==> src/rtl/uart_tx_arbiter.sv <==
// Round-robin arbiter sharing one UART transmitter among N_REQ requesters.
// Grant in IDLE, one-cycle tx_start, wait for tx_done or timeout, then an idle gap.
module uart_tx_arbiter #(
   parameter int N_REQ          = 4,
   parameter int GAP_CYCLES     = 10415,
   parameter int TIMEOUT_CYCLES = 120000
) (
   input  logic                      clk_100MHz,
   input  logic                      rst,
   input  logic [N_REQ-1:0]          req,
   input  logic [8*N_REQ-1:0]        req_data,
   output logic [N_REQ-1:0]          ack,
   output logic [N_REQ-1:0]          done,
   output logic                      tx_start,
   output logic [7:0]                tx_data,
   input  logic                      tx_done,
   output logic [$clog2(N_REQ)-1:0]  owner,
   output logic                      busy,
   output logic                      timeout_err
);
   localparam int OW   = $clog2(N_REQ);
   localparam int MAXC = (GAP_CYCLES > TIMEOUT_CYCLES) ? GAP_CYCLES : TIMEOUT_CYCLES;
   localparam int CW   = $clog2(MAXC + 1);
   localparam logic [CW-1:0] TMO_LAST  = CW'(TIMEOUT_CYCLES - 1);
   localparam logic [CW-1:0] GAP_LOAD  = CW'(GAP_CYCLES);
   localparam logic [CW-1:0] CNT_ONE   = CW'(1);
   localparam logic [OW-1:0] LAST_INIT = OW'(N_REQ - 1);

   typedef enum logic [1:0] {IDLE, LOAD, WAIT_DONE, GAP} state_t;

   state_t            state, state_nxt;
   logic [CW-1:0]     cnt, cnt_nxt;
   logic [OW-1:0]     last_grant, last_nxt;
   logic [N_REQ-1:0]  ack_nxt, done_nxt;
   logic              tx_start_nxt, tmo_nxt, busy_nxt;
   logic [7:0]        tx_data_nxt, gnt_dat;
   logic [OW-1:0]     owner_nxt, gnt, cand;
   logic              found;
   int                idx;

   // Round-robin search starting just after the previous grant.
   always_comb begin
      found   = 1'b0;
      gnt     = '0;
      cand    = '0;
      idx     = 0;
      gnt_dat = 8'h00;
      for (int k = 1; k <= N_REQ; k++) begin
         idx  = (int'(last_grant) + k) % N_REQ;
         cand = OW'(idx);
         if (!found && req[cand]) begin
            found = 1'b1;
            gnt   = cand;
         end
      end
      for (int i = 0; i < N_REQ; i++) begin
         if (found && OW'(i) == gnt) gnt_dat = req_data[i*8 +: 8];
      end
   end

   always_comb begin
      state_nxt    = state;
      cnt_nxt      = cnt;
      last_nxt     = last_grant;
      ack_nxt      = '0;
      done_nxt     = '0;
      tx_start_nxt = 1'b0;
      tmo_nxt      = 1'b0;
      tx_data_nxt  = tx_data;
      owner_nxt    = owner;
      case (state)
         IDLE: begin
            if (found) begin
               ack_nxt[gnt] = 1'b1;
               tx_data_nxt  = gnt_dat;
               owner_nxt    = gnt;
               last_nxt     = gnt;
               state_nxt    = LOAD;
            end
         end
         LOAD: begin
            tx_start_nxt = 1'b1;
            cnt_nxt      = '0;
            state_nxt    = WAIT_DONE;
         end
         WAIT_DONE: begin
            // Completion wins over a timeout expiring on the same edge.
            if (tx_done) begin
               done_nxt[owner] = 1'b1;
               cnt_nxt         = GAP_LOAD;
               state_nxt       = GAP;
            end else if (cnt == TMO_LAST) begin
               tmo_nxt   = 1'b1;
               cnt_nxt   = GAP_LOAD;
               state_nxt = GAP;
            end else begin
               cnt_nxt = cnt + CNT_ONE;
            end
         end
         GAP: begin
            if (cnt <= CNT_ONE) begin
               cnt_nxt   = '0;
               state_nxt = IDLE;
            end else begin
               cnt_nxt = cnt - CNT_ONE;
            end
         end
         default: state_nxt = IDLE;
      endcase
      busy_nxt = (state_nxt != IDLE);
   end

   always_ff @(posedge clk_100MHz or negedge rst) begin
      if (!rst) begin
         state       <= IDLE;
         cnt         <= '0;
         last_grant  <= LAST_INIT;
         ack         <= '0;
         done        <= '0;
         tx_start    <= 1'b0;
         tx_data     <= 8'h00;
         owner       <= '0;
         busy        <= 1'b0;
         timeout_err <= 1'b0;
      end else begin
         state       <= state_nxt;
         cnt         <= cnt_nxt;
         last_grant  <= last_nxt;
         ack         <= ack_nxt;
         done        <= done_nxt;
         tx_start    <= tx_start_nxt;
         tx_data     <= tx_data_nxt;
         owner       <= owner_nxt;
         busy        <= busy_nxt;
         timeout_err <= tmo_nxt;
      end
   end
endmodule
==> config.mk <==
export PLATFORM = sky130hd
export DESIGN_NAME = uart_tx_arbiter
export DESIGN_NICKNAME = d
export VERILOG_FILES = /design/src/rtl/uart_tx_arbiter.sv
export SDC_FILE = /design/constraint.sdc
export NUM_CORES = 1
export LEC_CHECK = 0
export BUFFER_PORTS_ARGS = -buffer_cell sky130_fd_sc_hd__buf_4
export CORE_MARGIN = 4
export CORE_UTILIZATION = 29
export DETAILED_ROUTE_END_ITERATION = 10
export GPL_TIMING_DRIVEN = 1
export PLACE_DENSITY = 0.56
export SETUP_SLACK_MARGIN = 0.15
export SLEW_MARGIN = 20
export SYNTH_ARGS = -nofsm -noshare
export SYNTH_HDL_FRONTEND = slang
export SYNTH_SLANG_ARGS = --single-unit
==> constraint.sdc <==
create_clock -name clk_100MHz -period 3.52 [get_ports clk_100MHz]
set_clock_uncertainty 0.2 [all_clocks]
set_input_delay 0.88 -clock clk_100MHz [delete_from_list [all_inputs] [get_ports clk_100MHz]]
set_output_delay 0.88 -clock clk_100MHz [all_outputs]
set_load 0.005 [all_outputs]
Word level (Yosys, flattened, before mapping):

Index checks and enable logic that the tools add are counted.

* output and inout bits: 21
* memory bits (writable): 0
* input port bits: 39
* bits in latches: 0
* word-level logic and storage cells: 90
* memories: 0
* ROM bits: 0
* flip-flop bits (word level): 42

* divide/modulo/power cells: 0
* shift operators: 0
* multiplexer cells: 41
* equal/unequal tests: 7
* magnitude comparators: 9
* add/sub/neg operators: 6
* reductions and logical operators: 17
* multiply operators: 0
* bitwise logic cells: 0

Operators with widths (count)
* $mux 17: 3
* $pmux 17 s3: 1
* $mux 8: 4
* $lt 2x3->1 const B: 6
* $add 17x1->17 const B: 1
* $eq 17x17->1 const B: 1
* $le 17x1->1 const B: 1
* $sub 17x1->17 const B: 1
* $mux 2: 8
* $mux 4: 4
* $mux 1: 14
* $logic_and 1x1->1: 9
* $bmux 1 s2: 4
* $pmux 2 s4: 1
* $add 2x1->2 const B: 2
* $add 2x2->2 const B: 2
* $demux 1 s2: 2
* $eq 2x2->1 const A: 2
* $eq 2x2->1 const B: 2
* $ge 2x1->1 const B: 2
* $logic_not 2->1: 2
* $logic_not 1->1: 3
* $reduce_bool 3->1: 1
* $eq 1x2->1 const A: 1
* other kinds (3): 3

Logic depth before layout (Yosys ltp):

* word-level depth: 19
* gate-level depth with buffers: 8
* gate-level depth less buffers: 7

Worst setup path before layout:

OpenSTA, ideal clock, no wires.

* path type: input to register
* start: input req[1]
* end: register tx_data[0]
* path buffers: 1
* cell stages on the path: 5
* arrival: 1.919 ns
* required time: 3.182 ns
* setup time: 0.138 ns
* slack: 1.263 ns
* path through: o21ai_1 -> and3_1 -> buf_2 -> mux2i_1 -> o211ai_1

* word-level cells in the longest chain between the ends: 18
* elaborated cells on any way between the ends: 35
* classes of those cells: 3 x eq/ne; 20 x mux; 12 x reduce/logical

RTL lines
* start: declaration: line 10 `input logic [N_REQ-1:0] req,`
* $bmux 1 s2: line 51 `if (!found && req[cand]) begin`
* $mux 1 (implied by the code): line 51
* $mux 1: line 51
* $logic_not 1->1: line 51
* $logic_and 1x1->1: line 51
* $mux 1: line 51
* $logic_not 1->1: line 51
* $logic_and 1x1->1: line 51
* $mux 1: line 51
* $logic_not 1->1: line 51
* $logic_and 1x1->1: line 51
* $mux 2: line 51
* $logic_not 2->1: line 57 `if (found && OW'(i) == gnt) gnt_dat = req_data[i*8 +: 8];`
* $logic_and 1x1->1: line 57
* $mux 8 (4 in series): line 57
* end signal: assignment: line 132 `tx_data <= tx_data_nxt;`
* end: declaration: line 15 `output logic [7:0] tx_data,`

Parallel ways exist; a longest one is shown, timed or not. The select of a mux whose other input is x is not followed.
A chain may end at the register's enable or synchronous reset.

Worst setup path in the final report:

* start: input req[1]
* end: register tx_data[7]

Same word-level chain as after synthesis.

==> flow_metrics.tcl <==
set metrics [dict create \
    place.detailed.hpwl_um 5760 \
    yosys.area_share.simple_pct 28.8 \
    fmax_mhz 406 \
    reg2reg_to "cnt[10]" \
    holdPathStages 1 \
    power_leakage_uw 0.00148 \
    path_cells "buf_4, nand2b_1, a21o_1, and3_1, mux2i_1, o211ai_1" \
    r2r_slack_ns 1.12 \
    tightest_slew_ns 0.803 \
    crit_buf_inv 1 \
    fin_hold_ws_ns 0.290 \
    worstSetupStartpointType "input pin" \
    insertion_delay_ns 0.31 \
    crit_fanout 18 \
    timing.final.crit_share_pct 69.9 \
    synth_warnings 0 \
    min_path_type "reg -> reg" \
    gp_congestion 0.868 \
    grt.met3_usage_pct 3.12 \
    synth_ff_type "dfrtp_1" \
    rsz0062_at_grt "no" \
    synth_area_um2 2880 \
    gr-usage-all-layers_pct 14.6 \
    post_cts_buffers 0 \
    coreArea_um2 9730 \
    synthArstFlopShare_pct 100 \
    grt_antenna_before_repair 0 \
    setup_violations 0 \
    cts_root_buffer "clkbuf_8" \
    insertedDiodeCount 0 \
    ys_seq_elements 42 \
    die_height_um 108 \
    dr.pass1.iters 5 \
    synthMuxAreaShare_pct 2.78 \
    slew_violations 0 \
    synth_fp_nets 362 \
    yosysMostFrequentCell "dfrtp_1" \
    num_vias 2697 \
    hp-start "owner[1]" \
    post_drt_wl_per_cell_um 15.9 \
    grt_pass1_wl_um 13800 \
    synth_top_area_share_pct 34.8 \
    reg2reg_from "cnt[0]" \
    ys_top_cells_by_count "dfrtp_1 (40), nand2_1 (34), nor2_1 (21), a31oi_1 (13)" \
    htreeDepth 2 \
    cp_slowest_cell "and3_1" \
    drt_iter0_markers 128 \
    synthXorXnorAreaFrac_pct 2.43 \
    ctsResizeCount 0 \
    fin_setup_tns_ns 0 \
    ant_nets 0 \
    worstPathArrival_ns 2.44 \
    portBuffers 59 \
    grt_pass1_vias 2725 \
    hold_viol 0 \
    crit_family "simple AND/OR/NAND/NOR gates" \
    powerDensity_nw_per_um2 572 \
    path_class "in -> reg" \
    gr-max-usage-layer "met2" \
    cp.required_ns 3.50 \
    ys_types 67 \
    cp-end-kind "flip-flop" \
    max_cap_viol_count 0 \
    rows 36 \
    postRouteWirelength_um 7940 \
    synth_top_family_by_area "simple AND/OR/NAND/NOR gates" \
    synth_cells 320 \
    start_util_pct 29.6 \
    die-area_um2 11600 \
    cts_buffer_depth 2 \
    grt_max_degree 43 \
    io_pins 60 \
    synth_compound_area_share_pct 21.9 \
    slew_headroom_pct 46.4 \
    viasPerCell 5.38 \
    yosys.area.top_type "dfrtp_1" \
    holdBufCountCts 0 \
    ys_seq_area_share_pct 36.6 \
    cts_tree "built" \
    drc_errors 0 \
    crit_path_max_incr_delay_ns 0.57 \
    finish.utilization_pct 35.7 \
    synthAdderAreaFrac_pct 1.30 \
    vdd_drop_max_uv 208 \
    gr-total-overflow 0 \
    synth_edf_count 0 \
    hold_path_end "done[1]" \
    area_growth_pct 20.7 \
    status "finished, final reports clean" \
    clock_sinks 42 \
    avgSynthCellArea_um2 9.00 \
    met2_usage_pct 23.0 \
    path_clk_slew_ns 0.10 \
    grt.met1_usage_pct 20.2 \
    fin_nets 409 \
    synthTopCellsByArea "dfrtp_1 (35%), nand2_1 (4.4%), and4b_1 (3.1%)" \
    cts_inserted_buffers 5 \
    rr_worst_depth 7 \
    die_x_um 108 \
    fin_crit_ns 2.46 \
    drive_gt1_share_pct 25.8 \
]
-- flip-flops by register name (all words and copies together), names as in the netlist --
signal,count
ack,4
busy,1
cnt,17
done,4
last_grant,2
owner,2
state,2
timeout_err,1
tx_data,8
tx_start,1
-- report_power, final --
part | internal (uW) | switching (uW)
Combinational | 359 | 401
Clock | 148 | 207
Sequential | 594 | 279
Total | 1100 | 887
-- worst reg2reg max path, cell delays in order (launching register included) --
cell and delay [ns]:
dfrtp_1 0.50, inv_1 0.13, ha_1 0.19, nor3b_2 0.47, nand2_1 0.18, or3_1 0.34, a22oi_1 0.19, o2bb2ai_1 0.13
-- kinds of logic after synthesis --
| kind of cell | Yosys count |
|---|---|
| compound gates | 87 |
| fa+ha+maj | 3 |
| buf+inv | 34 |
| mux | 8 |
| simple gates | 138 |
| flops | 42 |
| xor+xnor | 8 |
-- stage by stage --
step           area (um^2)  cells  setup WS [ns]  power (uW)
6_report              3480    501           1.06        1990
5_1_grt               3480    501          0.911        2150
4_1_cts               3480    501           1.07        1990
3_5_place_dp          3380    493          0.743        1640
3_3_place_gp          3380    493          0.852        1630
2_1_floorplan         2880    320           1.26        1460
-- layout make-up --
type	count	area [um^2]
multi-input cells	244	1650
inverters	11	41.3
well taps	133	166
fillers	1062	6250
clock buffers	5	68.8
clock inverters	3	26.3
flip-flops and latches	42	1050
repair buffers	63	473
-- how the worst max path moves through the flow --
stage,start,endpoint,slack (ns),depth (start not counted)
finish,req[1],tx_data[7],1.06,6
global route,state[0],tx_data[0],0.91,5
CTS,req[1],tx_data[7],1.07,6
detailed placement,req[1],tx_data[7],0.74,6
global placement,req[1],tx_data[7],0.85,6
floorplan,req[1],tx_data[0],1.26,5
-- routing by layer --
layer / wire, um / part of all wire [%] / vias to the layer above
met4: 82 / 1.0 / 0
met2: 3640 / 46 / 107
li1: - / - / 1280
met5: 0 / 0 / -
met1: 3630 / 46 / 1297
met3: 586 / 7.4 / 13
-- layout by cell type, fill, tap and decap left out, types with 8 or more instances in the layout --
master,instances
buf_4,63
dfrtp_1,40
nand2_1,34
nor2_1,21
a31oi_1,13
o21ai_0,12
o211ai_1,12
inv_1,11
a21oi_1,11
nand3_1,10
and4b_1,9
and3_1,8
mux2i_1,8
(Power assumes the default switching activity.)
